--- src/rtl/gravador_sequencia_if.sv ---
// Port bundle for the sequence writer: user controls, read port and debug.
interface gravador_sequencia_if #(
    parameter int ADDR_W = 4,
    parameter int DATA_W = 4
);
    logic              iniciar;
    logic              gravar;
    logic [DATA_W-1:0] chaves;
    logic [ADDR_W-1:0] endereco_leitura;
    logic [DATA_W-1:0] dado_leitura;
    logic              ocupado;
    logic              pronto;
    logic              db_gravar;
    logic [6:0]        db_endereco;
    logic [6:0]        db_estado;

    // master drives the user-side inputs; slave is the writer block
    modport master (
        output iniciar, gravar, chaves, endereco_leitura,
        input  dado_leitura, ocupado, pronto, db_gravar, db_endereco, db_estado
    );
    modport slave (
        input  iniciar, gravar, chaves, endereco_leitura,
        output dado_leitura, ocupado, pronto, db_gravar, db_endereco, db_estado
    );
endinterface

--- src/rtl/gravador_sequencia.sv ---
// Sequence writer: records digits from `chaves` into a RAM, one per button
// press, and exposes an independent synchronous read port for the game.

// Hex digit to 7-segment, active-high, bit order {g,f,e,d,c,b,a}.
module hexa7seg (
    input  logic [3:0] hexa,
    output logic [6:0] sseg
);
    // pure lookup table
    always_comb begin
        sseg = 7'h00;
        case (hexa)
            4'h0: sseg = 7'h3F;
            4'h1: sseg = 7'h06;
            4'h2: sseg = 7'h5B;
            4'h3: sseg = 7'h4F;
            4'h4: sseg = 7'h66;
            4'h5: sseg = 7'h6D;
            4'h6: sseg = 7'h7D;
            4'h7: sseg = 7'h07;
            4'h8: sseg = 7'h7F;
            4'h9: sseg = 7'h6F;
            4'hA: sseg = 7'h77;
            4'hB: sseg = 7'h7C;
            4'hC: sseg = 7'h39;
            4'hD: sseg = 7'h5E;
            4'hE: sseg = 7'h79;
            4'hF: sseg = 7'h71;
            default: sseg = 7'h00;
        endcase
    end
endmodule

module gravador_sequencia #(
    parameter int ADDR_W    = 4,
    parameter int DATA_W    = 4,
    parameter int N_JOGADAS = 16
) (
    input  logic                 clock,
    input  logic                 reset,
    gravador_sequencia_if.slave  bus
);
    localparam int                PROF   = 1 << ADDR_W;
    localparam logic [ADDR_W-1:0] ULTIMO = ADDR_W'(N_JOGADAS - 1);

    // State codes double as the debug display value
    typedef enum logic [3:0] {
        INICIAL    = 4'h0,
        PREPARACAO = 4'h1,
        ESPERA     = 4'h2,
        REGISTRA   = 4'h3,
        GRAVA      = 4'h4,
        PROXIMO    = 4'h5,
        FINAL      = 4'hF
    } estado_t;

    estado_t           estado, prox;
    logic [ADDR_W-1:0] cnt;
    logic [DATA_W-1:0] dado_reg;
    logic [DATA_W-1:0] mem [PROF];
    logic              s1, s2, s3, gp;
    logic              zera, carrega, escreve, conta;

    // Two-flop synchronizer plus one delay flop for edge detection
    always_ff @(posedge clock or negedge reset) begin
        if (!reset) begin
            s1 <= 1'b0;
            s2 <= 1'b0;
            s3 <= 1'b0;
        end else begin
            s1 <= bus.gravar;
            s2 <= s1;
            s3 <= s2;
        end
    end

    // One pulse per press no matter how long the button is held
    assign gp            = s2 & ~s3;
    assign bus.db_gravar = s2;

    // State register
    always_ff @(posedge clock or negedge reset) begin
        if (!reset) estado <= INICIAL;
        else        estado <= prox;
    end

    // Next state and datapath controls; terminal compare precedes increment
    always_comb begin
        prox        = estado;
        zera        = 1'b0;
        carrega     = 1'b0;
        escreve     = 1'b0;
        conta       = 1'b0;
        bus.ocupado = 1'b0;
        bus.pronto  = 1'b0;
        case (estado)
            INICIAL:    if (bus.iniciar) prox = PREPARACAO;
            PREPARACAO: begin
                zera        = 1'b1;
                bus.ocupado = 1'b1;
                prox        = ESPERA;
            end
            ESPERA: begin
                bus.ocupado = 1'b1;
                if (gp) prox = REGISTRA;
            end
            REGISTRA: begin
                carrega     = 1'b1;
                bus.ocupado = 1'b1;
                prox        = GRAVA;
            end
            GRAVA: begin
                escreve     = 1'b1;
                bus.ocupado = 1'b1;
                prox        = (cnt == ULTIMO) ? FINAL : PROXIMO;
            end
            PROXIMO: begin
                conta       = 1'b1;
                bus.ocupado = 1'b1;
                prox        = ESPERA;
            end
            FINAL: begin
                bus.pronto = 1'b1;
                if (bus.iniciar) prox = PREPARACAO;
            end
            default: prox = INICIAL;
        endcase
    end

    // Write address counter and captured digit
    always_ff @(posedge clock or negedge reset) begin
        if (!reset) begin
            cnt      <= '0;
            dado_reg <= '0;
        end else begin
            if (zera)       cnt <= '0;
            else if (conta) cnt <= cnt + 1'b1;
            if (zera)         dado_reg <= '0;
            else if (carrega) dado_reg <= bus.chaves;
        end
    end

    // RAM write port; contents survive reset
    always_ff @(posedge clock) begin
        if (escreve) mem[cnt] <= dado_reg;
    end

    // Registered read port; same-address write shows old data this cycle
    always_ff @(posedge clock or negedge reset) begin
        if (!reset) bus.dado_leitura <= '0;
        else        bus.dado_leitura <= mem[bus.endereco_leitura];
    end

    logic [3:0] cnt_nib;
    assign cnt_nib = 4'(cnt);

    hexa7seg u_hex_end (.hexa(cnt_nib),        .sseg(bus.db_endereco));
    hexa7seg u_hex_est (.hexa(4'(estado)),     .sseg(bus.db_estado));
endmodule
--- src/flat_wrapper.sv ---
// flat-port wrapper written by rule: the top's interface ports become plain ports
module gravador_sequencia_flat 
#(
    parameter int ADDR_W    = 4,
    parameter int DATA_W    = 4,
    parameter int N_JOGADAS = 16
)
  (clock, reset, bus_iniciar, bus_gravar, bus_chaves, bus_endereco_leitura, bus_dado_leitura, bus_ocupado, bus_pronto, bus_db_gravar, bus_db_endereco, bus_db_estado);
  gravador_sequencia_if #(.ADDR_W(ADDR_W), .DATA_W(DATA_W)) bus_i ();
  input  logic clock;
  input  logic reset;
  input wire logic [$bits(bus_i.iniciar)-1:0] bus_iniciar;
  input wire logic [$bits(bus_i.gravar)-1:0] bus_gravar;
  input wire logic [$bits(bus_i.chaves)-1:0] bus_chaves;
  input wire logic [$bits(bus_i.endereco_leitura)-1:0] bus_endereco_leitura;
  output wire logic [$bits(bus_i.dado_leitura)-1:0] bus_dado_leitura;
  output wire logic [$bits(bus_i.ocupado)-1:0] bus_ocupado;
  output wire logic [$bits(bus_i.pronto)-1:0] bus_pronto;
  output wire logic [$bits(bus_i.db_gravar)-1:0] bus_db_gravar;
  output wire logic [$bits(bus_i.db_endereco)-1:0] bus_db_endereco;
  output wire logic [$bits(bus_i.db_estado)-1:0] bus_db_estado;
  assign bus_i.iniciar = bus_iniciar;
  assign bus_i.gravar = bus_gravar;
  assign bus_i.chaves = bus_chaves;
  assign bus_i.endereco_leitura = bus_endereco_leitura;
  assign bus_dado_leitura = bus_i.dado_leitura;
  assign bus_ocupado = bus_i.ocupado;
  assign bus_pronto = bus_i.pronto;
  assign bus_db_gravar = bus_i.db_gravar;
  assign bus_db_endereco = bus_i.db_endereco;
  assign bus_db_estado = bus_i.db_estado;
  gravador_sequencia #(.ADDR_W(ADDR_W), .DATA_W(DATA_W), .N_JOGADAS(N_JOGADAS)) u_core (.clock(clock), .reset(reset), .bus(bus_i));
endmodule
--- config.mk ---
export PLATFORM = sky130hd
export DESIGN_NAME = gravador_sequencia_flat
export DESIGN_NICKNAME = d
export VERILOG_FILES = /design/src/rtl/gravador_sequencia_if.sv /design/src/rtl/gravador_sequencia.sv /design/src/flat_wrapper.sv
export SDC_FILE = /design/constraint.sdc
export NUM_CORES = 1
export LEC_CHECK = 0
export BUFFER_PORTS_ARGS = -buffer_cell sky130_fd_sc_hd__buf_2
export CORE_ASPECT_RATIO = 1.1
export CORE_MARGIN = 2
export CORE_UTILIZATION = 34
export CTS_BUF_LIST = sky130_fd_sc_hd__clkbuf_8
export CTS_CLUSTER_DIAMETER = 30
export CTS_CLUSTER_SIZE = 30
export DETAILED_ROUTE_END_ITERATION = 16
export GPL_TIMING_DRIVEN = 1
export SYNTH_ARGS = -nofsm -noshare
export SYNTH_HDL_FRONTEND = slang
export SYNTH_SLANG_ARGS = --single-unit
--- constraint.sdc ---
create_clock -name clock -period 2.9 [get_ports clock]
set_input_delay 0.145 -clock clock [delete_from_list [all_inputs] [get_ports clock]]
set_output_delay 0.145 -clock clock [all_outputs]
set_load 0.02 [all_outputs]
==> results.yml, run 1 <==
grt:
  first_global_vias: 2361
  antenna_found_initial: 0
  grt_max_degree: 22
  grt_pass1_wl_mm: 12.3
  overflow: 0
  track_usage: 0.135
final_layout:
  final_cells: 456
  areaGrowthSynthToFinish_pct: 12.2
  nNetsFinal: 329
  largest_reg_flops: 64
  drive_above_1_share: 0.159
  layout_common_cells: "64 x edfxtp_1, 32 x buf_2, 28 x nor2_1, 22 x nand2_1, 19 x dfrtp_1"
  n_antenna_cell: 0
  final_cell_area_um2: 4280
  regMostFlops: "u_core.mem"
  layout_commonest_cell: "edfxtp_1"
timing:
  grt_setup_unrepaired: "false"
  whs_ns: 0.0211
  setup_viol: 0
  fin_worst_skew_ns: 0.00629
  tns_ns: 0
  relSlewSlack: 0.554
  hold_viol: 0
  fin_crit_sh: 0.778
  fmax_mhz: 443
  tightestPinTransition_ns: 0.660
  maxSlewViolCount: 0
  post-route-min-period_ns: 2.26
power:
  p_leak_nw: 1.58
  power_mw: 3.41
  p_per_area_nw_per_um2: 797
  vdd_drop_max_uv: 476
clocking:
  numCtsBuffers: 9
  clockRootBuffer: "clkbuf_8"
  cts_tree: "done"
  post_cts_resized: 0
  htreeDepth: 3
  postCtsSetupBuffers: 0
  cts.sinks: 83
  clock_latency_ns: 0.35
  path_clk_slew_ns: 0.07
  cts_hold_buf: 2
  clock_path_buffers: 2
synthesis:
  synthArstFlopShare: 0.229
  yosys_warnings: 0
  netlist_area_um2: 3810
  synthCells: 273
  synthMuxAreaShare: 0.119
  synth-xor-area-share: 0
  postSynthAreaPerCell_um2: 14.0
  synth_compound_area_frac: 0.0886
  synth_top_family_by_area: "multiplexers"
  synthAdderAreaFrac: 0.0426
  synth_simple_gate_area_frac: 0.0876
  synth_top_area_cell: "edfxtp_1"
  synth-seq-cells: 83
  synth_top_area_share: 0.504
  synthTopCellsByArea: "edfxtp_1 50%, dfrtp_1 12%, mux4_1 9.6%"
  synth_edf_count: 64
  ys.flop_type: "edfxtp_1"
  ys_types: 36
  synth_nets: 298
  ys_seq_area_frac: 0.628
flow_run:
  cap_violations: 0
hold_path:
  hold_class: "in -> reg"
routing:
  drc_errors: 0
  wl_per_cell_um: 16.7
  drt_iter0_markers: 91
  dr.pass1.iters: 5
  routed_wirelength_mm: 7.61
  avgViaCountPerCell: 5.02
  dr_total_vias: 2288
  ant_nets: 0
critical_path:
  critPathLaunchType: "flip-flop"
  worstPathArrival_ns: 2.11
  crit_required_ns: 2.76
  cp_slowest_cell: "dfrtp_1"
  end_kind: "output port"
  cp_cell_sequence: "clkinv_1 > o211ai_1 > o21ai_0 > buf_2"
  crit_type: "reg -> out"
  crit_path_max_incr_delay_ns: 0.72
  cp_max_fo: 21
floorplan:
  die_y_um: 115
  initial_core_util: 0.350
  core.rowCount: 40
  core_um2: 10900
  die_area_um2: 12100
  fp.dieW_um: 105
  ios: 33
place:
  portBuffers: 32
  place.gp.congestion: 0.792
  dp.cells: 438
  place_area_um2: 4080
  hpwl_mm: 5.40
run_status:
  outcome: "completed"
-- layer usage --
layer,global-route usage,share of wire
met5,0,0
met4,0.0649,0.025
met3,0.0249,0.047
met2,0.226,0.49
met1,0.170,0.44
-- critical path: cells and delay by family, from the launching register on --
kind | cells | cell delay, ns
AO/OA/AOI/OAI | 2 | 0.44
buffers and inverters | 2 | 0.60
flip-flops | 1 | 0.72
-- final timing paths --
path	from	to	slack (ns)	cells past startpoint
max in group asynchronous	reset	u_core.s1	2.28	2
hold / removal	bus_chaves[1]	u_core.dado_reg[1]	0.02	2
min in group asynchronous	reset	u_core.bus.dado_leitura[3]	0.29	2
hold reg to reg	u_core.s1	u_core.bus.db_gravar	0.36	0
setup / recovery	u_core.estado[2]	bus_ocupado	0.64	4
setup reg to reg	u_core.estado[1]	u_core.mem[10][0]	0.79	5
-- synthesized netlist by cell type (3+ instances only) --
cell type / count
a211oi_1: 3
a21oi_1: 16
a22o_1: 6
a22oi_1: 5
a31oi_1: 4
buf_2: 3
clkbuf_1: 7
dfrtp_1: 19
edfxtp_1: 64
ha_1: 13
inv_1: 10
mux2i_1: 3
mux4_1: 14
nand2_1: 22
nand3_1: 13
nor2_1: 28
nor2b_1: 3
nor3_1: 4
o21a_1: 3
o21ai_0: 15
-- power breakdown --
group	switching, mW	internal [mW]
Combinational	0.650	0.390
Sequential	0.166	1.43
Clock	0.383	0.387
-- logic make-up after synthesis --
| kind of cell | after synthesis |
|---|---|
| adder cells (fa/ha/maj) | 13 |
| AO/OA/AOI/OAI | 55 |
| buffers and inverters | 26 |
| AND/OR/NAND/NOR | 76 |
| multiplexers | 20 |
| flip-flops | 83 |
-- through the flow --
stage / utilization / worst slack, ns
3_3_place_gp: 0.374 / 0.905
3_5_place_dp: 0.374 / 0.789
5_1_grt: 0.392 / 0.424
4_1_cts: 0.392 / 0.634
6_report: 0.392 / 0.644
2_1_floorplan: - / 1.18
-- final cells by class --
cell class | count | area, µm²
clock inverters | 7 | 60.1
clock buffers | 9 | 124
fillers | 1075 | 6630
well taps | 147 | 184
multi-input cells | 164 | 1290
repair buffers | 34 | 180
inverters | 12 | 45.0
flip-flops and latches | 83 | 2400
No activity file was read; power rests on OpenSTA's default activity.
==> run 2: changes to the inputs <==
==> constraint.sdc (replaced) <==
create_clock -name clock -period 2.35 [get_ports clock]
set_input_delay 0.1175 -clock clock [delete_from_list [all_inputs] [get_ports clock]]
set_output_delay 0.1175 -clock clock [all_outputs]
set_load 0.02 [all_outputs]
==> run 2 against run 1 <==
Largest power group unchanged. Routed wire length up 3.4%. Critical path depth up 2. Highest routed layer unchanged. Combinational power up 29%. Clock skew up 0.00055 ns. Sequential share of layout area down 0.92 points. Register-to-register slack worse by 0.31 ns.
==> results.yml, run 2 (synthesized netlist as in run 1, its figures left out) <==
critical_path:
  crit_family: "flip-flops"
  rr_endpoint: "u_core.mem[11][2]"
  worstPathArrival_ns: 1.94
  critPathLaunchType: "flip-flop"
  end_kind: "output port"
  crit_type: "reg -> out"
  cp_max_fo: 5
  cp_slowest_cell: "dfrtp_1"
  r2r-start: "u_core.estado[1]"
  r2r_slack_ns: 0.48
  crit_path_max_incr_delay_ns: 0.43
  r2r_cells: 5
  cp_cell_sequence: "inv_1 > ha_1 > or3_1 > o211ai_1 > o21ai_0 > buf_2"
  path_buf_inv: 2
  critPathLaunch: "u_core.estado[0]"
  crit_required_ns: 2.23
grt:
  grt_pass1_wl_mm: 12.3
  grt_max_degree: 20
  antenna_found_initial: 0
  first_global_vias: 2361
  overflow: 0
  track_usage: 0.135
flow_run:
  cap_violations: 0
hold_path:
  hold_class: "in -> reg"
  worstHoldStart: "bus_chaves[3]"
  hold_end: "u_core.dado_reg[3]"
  hold_path_depth: 2
place:
  place.gp.congestion: 0.784
  place_area_um2: 4110
  pre_cts_ws_ns: 0.448
  portBuffers: 32
  hpwl_mm: 5.63
clocking:
  cts_tree: "done"
  cts.sinks: 83
  numCtsBuffers: 9
  clock_path_buffers: 2
  path_clk_slew_ns: 0.08
  clockRootBuffer: "clkbuf_8"
  htreeDepth: 3
  clock_latency_ns: 0.35
run_status:
  outcome: "completed"
timing:
  tightestPinTransition_ns: 0.682
  maxSlewViolCount: 0
  setup_viol: 0
  relSlewSlack: 0.539
  fin_worst_skew_ns: 0.00685
  hold_viol: 0
  fmax_mhz: 486
  whs_ns: 0.0105
  grt_setup_unrepaired: "false"
  fin_crit_sh: 0.876
  tns_ns: 0
  post-route-min-period_ns: 2.06
  fin_ws_ns: 0.292
final_layout:
  areaGrowthSynthToFinish_pct: 14.0
  n_antenna_cell: 0
  drive_above_1_share: 0.164
  nNetsFinal: 337
  final_cell_area_um2: 4350
  largest_reg_flops: 64
  layout_common_cells: "64 x edfxtp_1, 32 x buf_2, 28 x nor2_1, 22 x nand2_1, 19 x dfrtp_1"
  layout_commonest_cell: "edfxtp_1"
  regMostFlops: "u_core.mem"
routing:
  drc_errors: 0
  dr_total_vias: 2328
  routed_wirelength_mm: 7.86
  dr.pass1.iters: 4
  ant_nets: 0
  avgViaCountPerCell: 5.02
  drt_iter0_markers: 160
  wl_per_cell_um: 16.9
floorplan:
  die_y_um: 115
  core.rowCount: 40
  fp.dieW_um: 105
  die_area_um2: 12100
  core_um2: 10900
  initial_core_util: 0.350
  ios: 33
power:
  vdd_drop_max_uv: 578
  p_per_area_nw_per_um2: 977
  p_leak_nw: 1.61
-- run 2: cell types whose count changed in the layout (fill, tap and decap cells not counted) --
cell,change
dlygate4sd3_1,+4
buf_4,+4
clkinv_2,-2
inv_1,+1
clkinvlp_4,+1
-- run 2: stage by stage --
step	std cells	util	total power, mW
final	464	0.399	4.25
after global routing	464	0.399	4.51
after CTS	464	0.399	4.29
after detailed placement	442	0.376	3.33
after global placement	442	0.376	3.32
after floorplan	273	-	2.87
-- run 2: what timing repair did --
action	4_1_cts	5_1_grt
hold buffers	6	0
hold endpoints to repair	24	0
setup buffers	0	0
gates resized for setup	0	0
-- run 2: area by class of cell --
class	instances	area (µm²)
multi-input cells	164	1290
clock buffers	9	124
fillers	1072	6560
repair buffers	42	250
flip-flops and latches	83	2400
clock inverters	7	61.3
inverters	12	45.0
well taps	147	184
-- run 2: per-layer routing --
layer / GRT usage / part of all wire / vias up
met5: 0 / 0 / -
met4: 0.0542 / 0.019 / 0
met3: 0.0351 / 0.052 / 13
met2: 0.233 / 0.51 / 74
met1: 0.161 / 0.42 / 1125
li1: - / - / 1116
-- run 2: power by group --
group	switching, mW	internal [mW]
clock network	0.482	0.478
logic	0.833	0.504
registers	0.184	1.77
total	1.50	2.75
-- run 2: worst max-delay path by stage --
stage                        endpoint  cells past startpoint
floorplan            u_core.mem[7][0]                      6
CTS                       bus_ocupado                      6
global placement    u_core.mem[11][0]                      5
global route              bus_ocupado                      6
detailed placement  u_core.mem[11][2]                      5
finish                    bus_ocupado                      6
